--- config.mk ---
export PLATFORM = sky130hd
export DESIGN_NAME = vga_text_scanout
export DESIGN_NICKNAME = d
export VERILOG_FILES = /design/src/rtl/vga_pkg.sv /design/src/rtl/vga_timing_gen.sv /design/src/rtl/vga_text_scanout.sv
export SDC_FILE = /design/constraint.sdc
export NUM_CORES = 1
export LEC_CHECK = 0
export BUFFER_PORTS_ARGS = -buffer_cell sky130_fd_sc_hd__buf_2
export CELL_PAD_IN_SITES_DETAIL_PLACEMENT = 2
export CELL_PAD_IN_SITES_GLOBAL_PLACEMENT = 2
export CORE_ASPECT_RATIO = 1.75
export CORE_UTILIZATION = 37
export DETAILED_ROUTE_END_ITERATION = 10
export GPL_ROUTABILITY_DRIVEN = 0
export MAX_ROUTING_LAYER = met4
export PLACE_DENSITY_LB_ADDON = 0.1
export SLEW_MARGIN = 20
export SYNTH_ARGS = -nofsm -noshare
export SYNTH_HDL_FRONTEND = slang
export SYNTH_SLANG_ARGS = --single-unit
--- constraint.sdc ---
create_clock -name i_clock -period 4.7 [get_ports i_clock]
set_clock_uncertainty 0.2 [all_clocks]
set_input_delay 0.47 -clock i_clock [delete_from_list [all_inputs] [get_ports i_clock]]
set_output_delay 0.47 -clock i_clock [all_outputs]
set_load 0.005 [all_outputs]
--- src/rtl/vga_pkg.sv ---
// Shared timing constants, register init values and control-byte layout for the text scanout.
// Latency: n/a (package only).
// Backpressure: n/a.
package vga_pkg;

    // 640x480@60 timing, 25 MHz pixel clock
    localparam int H_VISIBLE    = 640;
    localparam int H_FP         = 16;
    localparam int H_SYNC       = 96;
    localparam int H_BP         = 48;
    localparam int V_VISIBLE    = 480;
    localparam int V_FP         = 10;
    localparam int V_SYNC       = 2;
    localparam int V_BP         = 33;

    // 80x30 text screen of 8x16 cells
    localparam int COLS         = 80;
    localparam int ROWS         = 30;
    localparam int BLINK_FRAMES = 16;

    // Values the shadow registers hold out of reset
    localparam logic [7:0] CTL_INIT = 8'hF5;
    localparam logic [7:0] CRX_INIT = 8'h28;
    localparam logic [7:0] CRY_INIT = 8'h14;

    // Control byte field positions
    localparam int CTL_EN_BIT     = 0;
    localparam int CTL_BLINK_BIT  = 1;
    localparam int CTL_BLOCK_BIT  = 2;
    localparam int CTL_COLOUR_LSB = 4;

    typedef struct packed {
        logic [3:0] colour;  // [7:4]
        logic       rsvd;    // [3]
        logic       block;   // [2] block(1) / underline(0)
        logic       blink;   // [1]
        logic       en;      // [0]
    } ctl_t;

    // row*80 + col without a multiplier
    function automatic logic [11:0] char_addr(input logic [4:0] row, input logic [6:0] col);
        return ({7'd0, row} << 6) + ({7'd0, row} << 4) + {5'd0, col};
    endfunction

endpackage

--- src/rtl/vga_timing_gen.sv ---
// Horizontal/vertical pixel counters with sync, visible and frame-load decode.
// Latency: decodes are combinational from the counter registers (stage 0).
// Backpressure: none; free-running every cycle.
// Ports: i_clock/i_reset (sync, active-high); o_hcount/o_vcount counters;
//        o_visible, o_hsync_l, o_vsync_l, o_frame_load (HCount==0 && VCount==V_VISIBLE).
module vga_timing_gen #(
    parameter int P_H_VISIBLE = 640,
    parameter int P_H_FP      = 16,
    parameter int P_H_SYNC    = 96,
    parameter int P_H_BP      = 48,
    parameter int P_V_VISIBLE = 480,
    parameter int P_V_FP      = 10,
    parameter int P_V_SYNC    = 2,
    parameter int P_V_BP      = 33
) (
    input  logic       i_clock,
    input  logic       i_reset,
    output logic [9:0] o_hcount,
    output logic [9:0] o_vcount,
    output logic       o_visible,
    output logic       o_hsync_l,
    output logic       o_vsync_l,
    output logic       o_frame_load
);
    localparam int H_TOTAL = P_H_VISIBLE + P_H_FP + P_H_SYNC + P_H_BP;
    localparam int V_TOTAL = P_V_VISIBLE + P_V_FP + P_V_SYNC + P_V_BP;

    logic [9:0] r_hcount;
    logic [9:0] r_vcount;
    logic       w_h_last;
    logic       w_v_last;

    assign w_h_last = (r_hcount == 10'(H_TOTAL - 1));
    assign w_v_last = (r_vcount == 10'(V_TOTAL - 1));

    always_ff @(posedge i_clock) begin
        if (i_reset) begin
            r_hcount <= '0;
            r_vcount <= '0;
        end else if (w_h_last) begin
            r_hcount <= '0;
            r_vcount <= w_v_last ? 10'd0 : r_vcount + 10'd1;
        end else begin
            r_hcount <= r_hcount + 10'd1;
        end
    end

    assign o_hcount     = r_hcount;
    assign o_vcount     = r_vcount;
    assign o_visible    = (r_hcount < 10'(P_H_VISIBLE)) && (r_vcount < 10'(P_V_VISIBLE));
    assign o_hsync_l    = !((r_hcount >= 10'(P_H_VISIBLE + P_H_FP)) &&
                            (r_hcount <  10'(P_H_VISIBLE + P_H_FP + P_H_SYNC)));
    assign o_vsync_l    = !((r_vcount >= 10'(P_V_VISIBLE + P_V_FP)) &&
                            (r_vcount <  10'(P_V_VISIBLE + P_V_FP + P_V_SYNC)));
    // First blanked line start: cursor state can change here without tearing
    assign o_frame_load = (r_hcount == 10'd0) && (r_vcount == 10'(P_V_VISIBLE));

endmodule

--- src/rtl/vga_text_scanout.sv ---
// Text-mode scanout: char-RAM address/font row, syncs, blank and a blinkable cursor overlay.
// Latency: CharAddr/FontRow 1 cycle after the counters; all other outputs 2 cycles (aligned with RAM data).
// Backpressure: none; one pixel per clock, no stalls.
// Ports: i_clock/i_reset (sync, active-high); i_octl/i_ocrx/i_ocry cursor registers;
//        o_char_addr, o_font_row, o_pixel_col, o_hsync_l, o_vsync_l, o_vga_blanking_l,
//        o_cursor_on, o_cursor_colour, o_frame_start.
module vga_text_scanout
    import vga_pkg::*;
#(
    parameter int P_H_VISIBLE    = H_VISIBLE,
    parameter int P_H_FP         = H_FP,
    parameter int P_H_SYNC       = H_SYNC,
    parameter int P_H_BP         = H_BP,
    parameter int P_V_VISIBLE    = V_VISIBLE,
    parameter int P_V_FP         = V_FP,
    parameter int P_V_SYNC       = V_SYNC,
    parameter int P_V_BP         = V_BP,
    parameter int P_BLINK_FRAMES = BLINK_FRAMES
) (
    input  logic        i_clock,
    input  logic        i_reset,
    input  logic [7:0]  i_octl,
    input  logic [7:0]  i_ocrx,
    input  logic [7:0]  i_ocry,
    output logic [11:0] o_char_addr,
    output logic [3:0]  o_font_row,
    output logic [2:0]  o_pixel_col,
    output logic        o_hsync_l,
    output logic        o_vsync_l,
    output logic        o_vga_blanking_l,
    output logic        o_cursor_on,
    output logic [3:0]  o_cursor_colour,
    output logic        o_frame_start
);
    localparam int FC_W = (P_BLINK_FRAMES > 1) ? $clog2(P_BLINK_FRAMES) : 1;

    // Stage 0
    logic [9:0] w_hcount;
    logic [9:0] w_vcount;
    logic       w_visible;
    logic       w_hsync_l;
    logic       w_vsync_l;
    logic       w_frame_load;
    logic       w_cursor_hit;
    logic       w_unused;

    // Frame-stable copies of the CPU registers and blink state
    ctl_t            r_sh_ctl;
    logic [7:0]      r_sh_crx;
    logic [7:0]      r_sh_cry;
    logic [FC_W-1:0] r_frame_cnt;
    logic            r_blink_phase;

    // Stage 1
    logic [11:0] r_char_addr;
    logic [3:0]  r_font_row;
    logic [2:0]  r_s1_pix;
    logic        r_s1_hsync_l;
    logic        r_s1_vsync_l;
    logic        r_s1_vis;
    logic        r_s1_cursor;
    logic [3:0]  r_s1_colour;
    logic        r_s1_fstart;

    // Stage 2
    logic [2:0]  r_pixel_col;
    logic        r_hsync_l;
    logic        r_vsync_l;
    logic        r_blanking_l;
    logic        r_cursor_on;
    logic [3:0]  r_cursor_colour;
    logic        r_frame_start;

    vga_timing_gen #(
        .P_H_VISIBLE (P_H_VISIBLE),
        .P_H_FP      (P_H_FP),
        .P_H_SYNC    (P_H_SYNC),
        .P_H_BP      (P_H_BP),
        .P_V_VISIBLE (P_V_VISIBLE),
        .P_V_FP      (P_V_FP),
        .P_V_SYNC    (P_V_SYNC),
        .P_V_BP      (P_V_BP)
    ) u_timing (
        .i_clock      (i_clock),
        .i_reset      (i_reset),
        .o_hcount     (w_hcount),
        .o_vcount     (w_vcount),
        .o_visible    (w_visible),
        .o_hsync_l    (w_hsync_l),
        .o_vsync_l    (w_vsync_l),
        .o_frame_load (w_frame_load)
    );

    // Reserved control bit and the counter MSB (always 0 while visible) carry no meaning here
    assign w_unused = ^{r_sh_ctl.rsvd, w_vcount[9]};

    always_ff @(posedge i_clock) begin
        if (i_reset) begin
            r_sh_ctl      <= ctl_t'(CTL_INIT);
            r_sh_crx      <= CRX_INIT;
            r_sh_cry      <= CRY_INIT;
            r_frame_cnt   <= '0;
            r_blink_phase <= 1'b1;
        end else if (w_frame_load) begin
            r_sh_ctl <= ctl_t'(i_octl);
            r_sh_crx <= i_ocrx;
            r_sh_cry <= i_ocry;
            if (r_frame_cnt == FC_W'(P_BLINK_FRAMES - 1)) begin
                r_frame_cnt   <= '0;
                r_blink_phase <= ~r_blink_phase;
            end else begin
                r_frame_cnt <= r_frame_cnt + 1'b1;
            end
        end
    end

    // Out-of-range positions never match because the range test gates the whole term.
    // Underline uses the last two scanlines of the cell (14, 15).
    assign w_cursor_hit = w_visible && r_sh_ctl.en &&
                          (r_sh_crx < 8'(COLS)) && (r_sh_cry < 8'(ROWS)) &&
                          ({1'b0, w_hcount[9:3]} == r_sh_crx) &&
                          ({3'b0, w_vcount[8:4]} == r_sh_cry) &&
                          (r_sh_ctl.block || (w_vcount[3:1] == 3'b111)) &&
                          (!r_sh_ctl.blink || r_blink_phase);

    always_ff @(posedge i_clock) begin
        if (i_reset) begin
            r_char_addr     <= '0;
            r_font_row      <= '0;
            r_s1_pix        <= '0;
            r_s1_hsync_l    <= 1'b1;
            r_s1_vsync_l    <= 1'b1;
            r_s1_vis        <= 1'b0;
            r_s1_cursor     <= 1'b0;
            r_s1_colour     <= '0;
            r_s1_fstart     <= 1'b0;
            r_pixel_col     <= '0;
            r_hsync_l       <= 1'b1;
            r_vsync_l       <= 1'b1;
            r_blanking_l    <= 1'b0;
            r_cursor_on     <= 1'b0;
            r_cursor_colour <= '0;
            r_frame_start   <= 1'b0;
        end else begin
            r_char_addr     <= w_visible ? char_addr(w_vcount[8:4], w_hcount[9:3]) : 12'd0;
            r_font_row      <= w_vcount[3:0];
            r_s1_pix        <= w_hcount[2:0];
            r_s1_hsync_l    <= w_hsync_l;
            r_s1_vsync_l    <= w_vsync_l;
            r_s1_vis        <= w_visible;
            r_s1_cursor     <= w_cursor_hit;
            r_s1_colour     <= r_sh_ctl.colour;
            r_s1_fstart     <= w_frame_load;
            r_pixel_col     <= r_s1_pix;
            r_hsync_l       <= r_s1_hsync_l;
            r_vsync_l       <= r_s1_vsync_l;
            r_blanking_l    <= r_s1_vis;
            r_cursor_on     <= r_s1_cursor;
            r_cursor_colour <= r_s1_colour;
            r_frame_start   <= r_s1_fstart;
        end
    end

    assign o_char_addr      = r_char_addr;
    assign o_font_row       = r_font_row;
    assign o_pixel_col      = r_pixel_col;
    assign o_hsync_l        = r_hsync_l;
    assign o_vsync_l        = r_vsync_l;
    assign o_vga_blanking_l = r_blanking_l;
    assign o_cursor_on      = r_cursor_on;
    assign o_cursor_colour  = r_cursor_colour;
    assign o_frame_start    = r_frame_start;

endmodule

## Word-level counts from Yosys, hierarchy flattened

Index checks and enable logic that the tools add are counted.
W data, S select, Z words.

- Logic and storage cells: 70
- Input port bits: 26
- Output and inout bits: 28
- Register bits after elaboration: 88

- Bitwise operators: 2
- Muxes and demuxes: 2
- $lt $le $gt $ge: 8
- Reductions and logical operators: 20
- Add/subtract/negate cells: 5
- Equal/unequal tests: 7

Operator list:

| operator | number |
|---|---|
| $add A10 B1 Y10 const B | 2 |
| $eq A10 B10 Y1 const B | 2 |
| $lt A10 B10 Y1 const B | 2 |
| $lt A10 B9 Y1 const B | 2 |
| $add A11 B9 Y12 | 1 |
| $add A12 B7 Y12 | 1 |
| $logic_and A1 B1 Y1 | 11 |
| $eq A10 B9 Y1 const B | 1 |
| $ge A10 B10 Y1 const B | 1 |
| $ge A10 B9 Y1 const B | 1 |
| $logic_not A10 Y1 | 1 |
| $mux W10 | 1 |
| $eq A5 B8 Y1 | 1 |
| $eq A7 B8 Y1 | 1 |
| $lt A8 B5 Y1 const B | 1 |
| $lt A8 B7 Y1 const B | 1 |
| $add A4 B1 Y4 const B | 1 |
| $eq A4 B4 Y1 const B | 1 |
| $mux W4 | 1 |
| $reduce_or A2 Y1 | 2 |
| $eq A3 B3 Y1 const B | 1 |
| $logic_not A1 Y1 | 3 |
| $logic_or A1 B1 Y1 | 2 |
| $not A1 Y1 | 2 |
| $reduce_and A2 Y1 | 1 |

## Logic depth before layout (Yosys ltp)

Gate-level depths: netlist of the first run.

- Depth in word-level cells: 9
- Depth in mapped cells: 8
- Depth with buffers taken out: 7

## Hierarchy

From an unflattened synthesis of the first run, not the netlist that was laid out.

- Cell total of the unflattened synthesis: 368
- Area, all modules: 3624.7 um^2

By module, submodules not included:

| module | times used | cells an instance | sequential area each (um^2) | area an instance (um^2) |
|---|---|---|---|---|
| vga_text_scanout | 1 | 241 | 1361.3 | 2581.2 |
| vga_timing_gen | 1 | 127 | 400.4 | 1043.5 |

## Worst setup path before layout of the first run

OpenSTA, ideal clock, no wires.

- Path kind: register to register
- Start point: register u_timing.r_hcount[9], in the netlist u_timing.o_hcount[9]
- End point: register r_char_addr[9], in the netlist o_char_addr[9]
- Setup time: 0.115 ns
- Required time: 4.385 ns
- Clock period less this slack: 2.254 ns
- Arrival time: 1.940 ns
- Path slack: 2.446 ns
- Path buffers: 0
- Cell stages (with the launch flop): 7
- Path through: dfxtp_1 -> fa_1 -> fa_1 -> a21o_1 -> a21oi_1 -> xnor2_1 -> and2_1

- Longest elaborated chain between the ends: 4
- Elaborated cells on any way between the ends: 5
- Those cells by class: 1 x add/sub; 1 x order compare; 1 x bitwise; 2 x reduce/logical

RTL lines:

| element | line | text |
|---|---|---|
| start, declared | vga_timing_gen.sv:28 | `logic [9:0] r_hcount;` |
| start signal, assigned | vga_timing_gen.sv:44 | `r_hcount <= r_hcount + 10'd1;` |
| $lt A10 B10 Y1 | vga_timing_gen.sv:50 | `assign o_visible = (r_hcount < 10'(P_H_VISIBLE)) && (r_vcount < 10'(P_V_VISIBLE));` |
| $logic_and A1 B1 Y1 | vga_timing_gen.sv:50 |  |
| $not A1 Y1 (no source line) | -- |  |
| $reduce_or A2 Y1 (no source line) | -- |  |
| end signal, assigned | vga_text_scanout.sv:145 | `r_char_addr <= w_visible ? char_addr(w_vcount[8:4], w_hcount[9:3]) : 12'd0;` |
| end, declared | vga_text_scanout.sv:55 | `logic [11:0] r_char_addr;` |

Several ways; a longest one is shown, not always the timed one.
A chain may end at the register's enable or synchronous reset.

## Worst setup path after layout of the first run

- Start point: register u_timing.r_vcount[4], in the netlist u_timing.o_vcount[4]
- End point: register r_char_addr[9], in the netlist o_char_addr[9]

- Longest elaborated chain between the ends: 4
- Elaborated cells on any way between the ends: 6
- Those cells by class: 2 x add/sub; 1 x order compare; 1 x bitwise; 2 x reduce/logical

RTL lines:

| element | line | text |
|---|---|---|
| start, declared | vga_timing_gen.sv:29 | `logic [9:0] r_vcount;` |
| start signal, assigned | vga_timing_gen.sv:42 | `r_vcount <= w_v_last ? 10'd0 : r_vcount + 10'd1;` |
| branches (longest 4 deep; another with $add A11 B9 Y12) | -- |  |

Several ways; the timed one is not identified.

==> qor.tcl, run 1 <==
set qor(min-delay-path-class) {in -> reg}
set qor(tightestPinTransition_ns) 1.019
set qor(fp.dieArea_mm2) 0.01043
set qor(floorplan.initialDensity_pct) 37.82
set qor(mappedNetlistNets) 445
set qor(antenna_found_initial) 0
set qor(maxClockFrequency_mhz) 374.2
set qor(clock_tree_from_tritoncts) {done}
set qor(routed-via-count) 3088
set qor(setup_tns_ns) 0
set qor(outcome) {completed}
set qor(yosysWarnings) 0
set qor(drv_cap) 0
set qor(finalHoldViolCount) 0
set qor(synthFlopType) {sky130_fd_sc_hd__dfxtp_1}
set qor(synth_area_per_cell_um2) 9.210
set qor(relSlewSlack_pct) 32.05
set qor(post_dp_area_mm2) 0.004031
set qor(crit_fanout) 9
set qor(hpwlAfterDp_um) 7125
set qor(cts_inserted_buffers) 9
set qor(layout_min_cycle_time_ns) 2.672
set qor(netlist-cell-type-count) 46
set qor(ys_ff_latch) 88
set qor(synth_enable_flop_cells) 0
set qor(vdd_drop_max_mv) 0.1915
set qor(worst_skew_pair.late_latency_ns) 0.35
set qor(post-route-cell-area_mm2) 0.004312
set qor(async_flop_share_pct) 0
set qor(synthCells) 402
set qor(grt_pass1_vias) 3337
set qor(grtUsageTotal_pct) 21.80
set qor(cts_setup_buffers) 0
set qor(wire_length_of_the_first_global_routing_pass_um) 16760
set qor(min_period_over_period_pct) 56.86
set qor(endpoint_kind) {flop}
set qor(path_clk_slew_ns) 0.07
set qor(critical_path_arrival_ns) 2.71
set qor(critical_path_class) {reg -> reg}
set qor(synth.cell_area_mm2) 0.003702
set qor(largest_net_degree_at_the_start_of_global_routing) 51
set qor(dieHeight_um) 134.3
set qor(worst_ep_required_time_ns) 4.74
set qor(routedWlPerCell_um) 18.01
set qor(synthToLayoutAreaGrowth_pct) 16.46
set qor(cp-start-kind) {flop}
set qor(design.final.nets) 482
set qor(static-leakage-power_nw) 1.707
set qor(timing_max_transition_violations_final) 0
set qor(remaining_drc_errors) 0
set qor(powerDensity_mw_per_mm2) 348.3
set qor(antennaDiodeCount) 0
set qor(cts_resized) 0
set qor(drt-pass1-iter-count) 4
set qor(drt_wl_total_um) 10250
set qor(route.antenna.remaining_nets) 0
set qor(cts_sinks) 88
set qor(die_width_um) 77.62
set qor(cts_max_path_bufs) 2
set qor(cts.htree.levels) 3
set qor(grt_overflow) 0
set qor(place.port_buffers) 52
set qor(cts.hold.buffers_added) 0
set qor(core.rowCount) 48
set qor(starting_drt_drc_count) 113
set qor(io_pins) 54
set qor(share_of_final_layout_standard_cells_stronger_than_drive_strength_1_pct) 18.24
set qor(synth.yosys.seq_area_share_pct) 47.58
set qor(cts_root_buffer) {sky130_fd_sc_hd__clkbuf_16}
set qor(routed_via_density) 5.427
set qor(core_area_mm2) 0.009789
set qor(final-setup-viol-count) 0
set qor(grt_setup_unrepaired) {false}
-- where the power goes --
| part | switching, mW | internal, mW |
|---|---|---|
| clock network | 0.313 | 0.364 |
| registers | 0.00512 | 0.754 |
| logic | 0.0456 | 0.0200 |
| total | 0.364 | 1.14 |
-- metal layers --
metal,up-vias,GRT usage (%),routed length (µm)
met2,51,40.81,5827
met1,1539,21.20,3907
li1,1478,-,-
met5,-,-,0
met4,0,10.48,284
met3,20,3.810,229
-- worst paths after layout --
path	startpoint	end	slack, ns	cells past startpoint
worst max-delay path	u_timing.o_vcount[4]	o_char_addr[9]	2.03	6
worst min-delay path	i_octl[4]	r_sh_ctl[4]	0.16	3
worst max register to register	u_timing.o_vcount[4]	o_char_addr[9]	2.03	6
worst min register to register	r_s1_hsync_l	o_hsync_l	0.21	1
-- final cells by class --
| type | count | area, µm² |
|---|---|---|
| flip-flops and latches | 88 | 1762 |
| well taps | 125 | 156.4 |
| fillers | 1080 | 5478 |
| repair buffers | 56 | 290.3 |
| multi-input cells | 274 | 1785 |
| inverters | 10 | 37.54 |
| clock inverters | 7 | 55.05 |
| clock buffers | 9 | 225.2 |
-- worst max-delay path, stage by stage, from the launching register on --
cell	delay, ns
sky130_fd_sc_hd__dfxtp_1	0.67
sky130_fd_sc_hd__fa_1	0.54
sky130_fd_sc_hd__fa_1	0.47
sky130_fd_sc_hd__a21o_1	0.20
sky130_fd_sc_hd__a21oi_1	0.22
sky130_fd_sc_hd__xnor2_1	0.11
sky130_fd_sc_hd__and2_1	0.15
-- synth_stat cells (all sizes together), types with 2 or more instances --
cell type,instances,area [µm²]
fa,2,40.04
nand4b,2,17.52
nand2b,2,12.51
o21ai,29,145.1
clkbuf,23,86.33
a211oi,3,22.52
xor2,12,105.1
o31ai,5,37.54
and4,3,26.28
and2,9,56.30
nor3b,2,15.01
nor4b,2,23.77
nand4,10,68.81
dfxtp,88,1762
nor3,7,35.03
or4,3,26.27
nand3,42,210.2
nand4bb,2,22.52
a21oi,23,115.1
nor2,27,101.4
o221ai,2,17.52
mux2i,3,30.03
buf,7,40.03
nand2,12,45.04
nor4,10,75.07
a31oi,2,12.51
nor2b,19,118.9
xnor2,13,113.9
or2,3,18.77
and3,3,18.77
inv,10,37.54
ha,15,187.7
-- stage by stage --
step / power (mW) / setup slack (ns) / hold slack (ns) / util (%) / std cells
global placement: 0.8411 / 2.021 / 0.1917 / 41.18 / 553
finish: 1.502 / 2.028 / 0.1556 / 44.04 / 569
CTS: 1.526 / 1.979 / 0.1536 / 44.04 / 569
floorplan: 0.8131 / 2.446 / 0.1895 / - / 402
detailed placement: 0.8436 / 1.983 / 0.2042 / 41.18 / 553
global route: 1.556 / 1.787 / 0.1669 / 44.04 / 569
-- logic make-up (layout without fill, tap and decap cells) --
logic type / Yosys count / after routing / synth area share (%)
AND/OR/NAND/NOR: 161 / 161 / 24.81
flip-flops: 88 / 88 / 47.58
AO/OA/AOI/OAI: 68 / 68 / 10.31
buffers and inverters: 40 / 82 / 4.427
XOR/XNOR: 25 / 25 / 5.914
adder cells (fa/ha/maj): 17 / 17 / 6.151
multiplexers: 3 / 3 / 0.8111
-- cells in the final DEF (no fill, tap or decap), types with 4 or more instances in the layout --
cell type | netlist | layout
sky130_fd_sc_hd__dfxtp_1 | 88 | 88
sky130_fd_sc_hd__buf_2 | 5 | 52
sky130_fd_sc_hd__nand3_1 | 42 | 42
sky130_fd_sc_hd__o21ai_0 | 28 | 28
sky130_fd_sc_hd__nor2_1 | 27 | 27
sky130_fd_sc_hd__a21oi_1 | 23 | 23
sky130_fd_sc_hd__nor2b_1 | 19 | 19
sky130_fd_sc_hd__ha_1 | 15 | 15
sky130_fd_sc_hd__xnor2_1 | 13 | 13
sky130_fd_sc_hd__nand2_1 | 12 | 12
sky130_fd_sc_hd__xor2_1 | 12 | 12
sky130_fd_sc_hd__inv_1 | 10 | 10
sky130_fd_sc_hd__nand4_1 | 9 | 9
sky130_fd_sc_hd__and2_1 | 9 | 9
sky130_fd_sc_hd__clkbuf_16 | 0 | 9
sky130_fd_sc_hd__nor4_1 | 8 | 8
sky130_fd_sc_hd__nor3_1 | 7 | 7
sky130_fd_sc_hd__o31ai_1 | 5 | 5
sky130_fd_sc_hd__buf_4 | 0 | 4
-- registers in the layout (all words and copies together), names as in the netlist, 4 cells and up --
register and cells:
o_char_addr 12, o_cursor_colour 4, o_font_row 4, r_frame_cnt 4, r_s1_colour 4, r_sh_crx 8, r_sh_cry 8, r_sh_ctl 7
u_timing.o_hcount 10, u_timing.o_vcount 10
Power figures use the tool's default switching activity.
==> run 2: changes to the inputs <==
--- a/config.mk
+++ b/config.mk
@@ -5,11 +5,12 @@
 export SDC_FILE = /design/constraint.sdc
 export NUM_CORES = 1
 export LEC_CHECK = 0
+export ABC_AREA = 1
 export BUFFER_PORTS_ARGS = -buffer_cell sky130_fd_sc_hd__buf_2
 export CELL_PAD_IN_SITES_DETAIL_PLACEMENT = 2
 export CELL_PAD_IN_SITES_GLOBAL_PLACEMENT = 2
 export CORE_ASPECT_RATIO = 1.75
-export CORE_UTILIZATION = 37
+export CORE_UTILIZATION = 33
 export DETAILED_ROUTE_END_ITERATION = 10
 export GPL_ROUTABILITY_DRIVEN = 0
 export MAX_ROUTING_LAYER = met4
==> constraint.sdc (replaced) <==
create_clock -name i_clock -period 2.75 [get_ports i_clock]
set_clock_uncertainty 0.2 [all_clocks]
set_input_delay 0.275 -clock i_clock [delete_from_list [all_inputs] [get_ports i_clock]]
set_output_delay 0.275 -clock i_clock [all_outputs]
set_load 0.005 [all_outputs]
==> run 2 against run 1 <==
- via count rose by 15%
- global-route usage fell by 0.35 points
- sequential power rose by 71%
- critical path type unchanged
- largest cell class is now registers
==> qor.tcl, run 2 <==
set qor(grt_overflow) 0
set qor(layout_common_cells) {sky130_fd_sc_hd__nor2_1 (96), sky130_fd_sc_hd__dfxtp_1 (88), sky130_fd_sc_hd__nand2_1 (65)}
set qor(critical-path-slowest-cell) {sky130_fd_sc_hd__fa_1}
set qor(drt_wl_total_um) 12080
set qor(endpoint_kind) {flop}
set qor(p_total_mw) 2.621
set qor(top_layer_used) {met4}
set qor(combPwrFrac_pct) 4.1
set qor(finalHoldViolCount) 0
set qor(antennaDiodeCount) 0
set qor(min_period_over_period_pct) 92.26
set qor(synth_common_cells) {sky130_fd_sc_hd__nor2_1 (96), sky130_fd_sc_hd__dfxtp_1 (88), sky130_fd_sc_hd__nand2_1 (65), sky130_fd_sc_hd__inv_1 (50), sky130_fd_sc_hd__nand3_1 (32)}
set qor(yosys.area_share.adder_pct) 5.921
set qor(place.port_buffers) 52
set qor(holdWs_ns) 0.01273
set qor(relSlewSlack_pct) 61.29
set qor(path_clk_slew_ns) 0.07
set qor(cts_sinks) 88
set qor(yosysWarnings) 0
set qor(synth.cell_area_mm2) 0.003846
set qor(largest_net_degree_at_the_start_of_global_routing) 35
set qor(min-delay-path-class) {in -> reg}
set qor(power.clock.fraction_pct) 46.4
set qor(critical_path_arrival_ns) 2.55
set qor(max_stage_delay_ns) 0.54
set qor(synth_top_family_by_area) {simple AND/OR/NAND/NOR gates}
set qor(cts_inserted_buffers) 9
set qor(powerDensity_mw_per_mm2) 550.4
set qor(yosysMostFrequentCell) {sky130_fd_sc_hd__nor2_1}
set qor(netlist-cell-type-count) 36
set qor(ys_ff_latch) 88
set qor(grtUsageTotal_pct) 21.45
set qor(synthDominantCellAreaShare_pct) 45.80
set qor(mappedNetlistNets) 532
set qor(cts.htree.levels) 3
set qor(synth_enable_flop_cells) 0
set qor(worst_ep_required_time_ns) 2.76
set qor(cts_setup_buffers) 0
set qor(tightestPinTransition_ns) 0.5791
set qor(layout_min_cycle_time_ns) 2.537
set qor(proportion_of_total_power_due_to_net_switching_pct) 24.40
set qor(detailroute.wirelength.met3_um) 250
set qor(crit_fanout) 6
set qor(antenna_found_initial) 0
set qor(grt_pass1_vias) 3813
set qor(cts_max_path_bufs) 2
set qor(synthToLayoutAreaGrowth_pct) 23.81
set qor(design.final.nets) 611
set qor(route.antenna.remaining_nets) 0
set qor(commonest_non_fill_non_tap_cell_in_the_layout) {sky130_fd_sc_hd__nor2_1}
set qor(routed-via-count) 3545
set qor(flop_pwr_share_pct) 49.5
set qor(routedWlPerCell_um) 17.14
set qor(starting_drt_drc_count) 131
set qor(timing_max_transition_violations_final) 0
set qor(place_inst) 667
set qor(cell_internal_pwr_mw) 1.982
set qor(worst_skew_pair.late_latency_ns) 0.35
set qor(cts_resized) 0
set qor(core_area_mm2) 0.01123
set qor(hpwlAfterDp_um) 8887
set qor(vdd_drop_max_mv) 0.2885
set qor(fp.dieArea_mm2) 0.01211
set qor(synth_xor_area_share_pct) 3.188
set qor(drv_cap) 0
set qor(final-setup-viol-count) 0
set qor(static-leakage-power_nw) 2.198
set qor(synthFlopType) {sky130_fd_sc_hd__dfxtp_1}
set qor(yosys.area.top_type) {sky130_fd_sc_hd__dfxtp_1}
set qor(synth_simple_gate_area_share_pct) 27.78
set qor(final_cell_count_no_fill) 705
set qor(remaining_drc_errors) 0
set qor(core.rowCount) 51
set qor(outcome) {completed}
set qor(io_pins) 54
set qor(crit_chain) {fa_1 > fa_1 > nand2_1 > inv_1 > nor2_1 > o21bai_1 > and2_1 > o21ai_0 > nor2_1}
set qor(cp-start-kind) {flop}
set qor(net-switching-power_mw) 0.6395
set qor(die_width_um) 83.61
set qor(wirelength_met1_um) 4389
set qor(met2RoutedLength_um) 7044
set qor(finish.utilization_pct) 42.40
set qor(share_of_final_layout_standard_cells_stronger_than_drive_strength_1_pct) 19.02
set qor(wire_length_of_the_first_global_routing_pass_um) 19180
set qor(largest_register_ff_count) 12
set qor(floorplan.initialDensity_pct) 34.25
set qor(routed_via_density) 5.028
set qor(synth.area.mux_share_pct) 0
set qor(critical_path_class) {reg -> reg}
set qor(netlist_top_cells_area) {sky130_fd_sc_hd__dfxtp_1 (46%), sky130_fd_sc_hd__nor2_1 (9.4%), sky130_fd_sc_hd__nand2_1 (6.3%)}
set qor(synth_compound_area_share_pct) 8.718
set qor(grt_setup_unrepaired) {false}
set qor(synthCells) 489
set qor(setup_tns_ns) 0
set qor(synth.yosys.seq_area_share_pct) 45.80
set qor(dieHeight_um) 144.8
set qor(async_flop_share_pct) 0
set qor(clock_tree_from_tritoncts) {done}
set qor(maxClockFrequency_mhz) 394.2
set qor(cts_root_buffer) {sky130_fd_sc_hd__clkbuf_16}
set qor(drt-pass1-iter-count) 4
set qor(synth_area_per_cell_um2) 7.865
set qor(cts.hold.buffers_added) 22
run 2: worst max-delay path, delay by kind of cell, from the launching register on:
family                     cells  cell delay (ns)
buffers and inverters          1             0.05
AOI/OAI and AO/OA              2             0.25
adders and majority gates      2             1.01
DFF                            1             0.50
and+or+nand+nor                4             0.40
run 2: metal layers:
layer | up-vias | track usage [%]
li1 | 1724 | -
met1 | 1739 | 20.27
met2 | 58 | 42.15
met3 | 24 | 2.723
met4 | 0 | 10.70
met5 | - | -
run 2: path summary, 6_finish.rpt:
path                        start  cells past startpoint         endpoint  slack, ns
min                     i_ocry[5]                      3      r_sh_cry[5]       0.01
max          u_timing.o_hcount[9]                      9  o_char_addr[11]       0.21
max reg2reg  u_timing.o_hcount[9]                      9  o_char_addr[11]       0.21
min reg2reg           r_s1_pix[2]                      2   o_pixel_col[2]       0.20
run 2: power groups by stage:
stage	combinational [mW]	clock (mW)	sequential, mW
final	0.108	1.22	1.30
after global placement	0.0819	0	1.33
after detailed placement	0.0841	0	1.33
after global routing	0.120	1.30	1.30
after CTS	0.108	1.25	1.30
after floorplan	0.0417	0	1.33
run 2: per-stage QoR:
step           worst slack (ns)  instance area, µm²
4_1_cts                  0.2028                4762
5_1_grt                 0.04823                4762
3_5_place_dp             0.2495                4248
3_3_place_gp             0.3113                4248
6_report                 0.2129                4762
2_1_floorplan            0.5034                3846
run 2: logic make-up (layout without fill, tap and decap cells):
family | Yosys count | in the layout
adders and majority gates | 17 | 17
and+or+nand+nor | 237 | 237
DFF | 88 | 88
AOI/OAI and AO/OA | 57 | 57
buffers and inverters | 76 | 160
xor gates and xnor gates | 14 | 14
run 2: final cells by class:
type | instances | area, µm²
Tap cell | 132 | 165.2
Sequential cell | 88 | 1762
Clock buffer | 9 | 225.2
Fill cell | 1308 | 6469
Timing Repair Buffer | 85 | 563.0
Inverter | 59 | 224.0
Clock inverter | 7 | 68.82
Multi-Input combinational cell | 325 | 1754
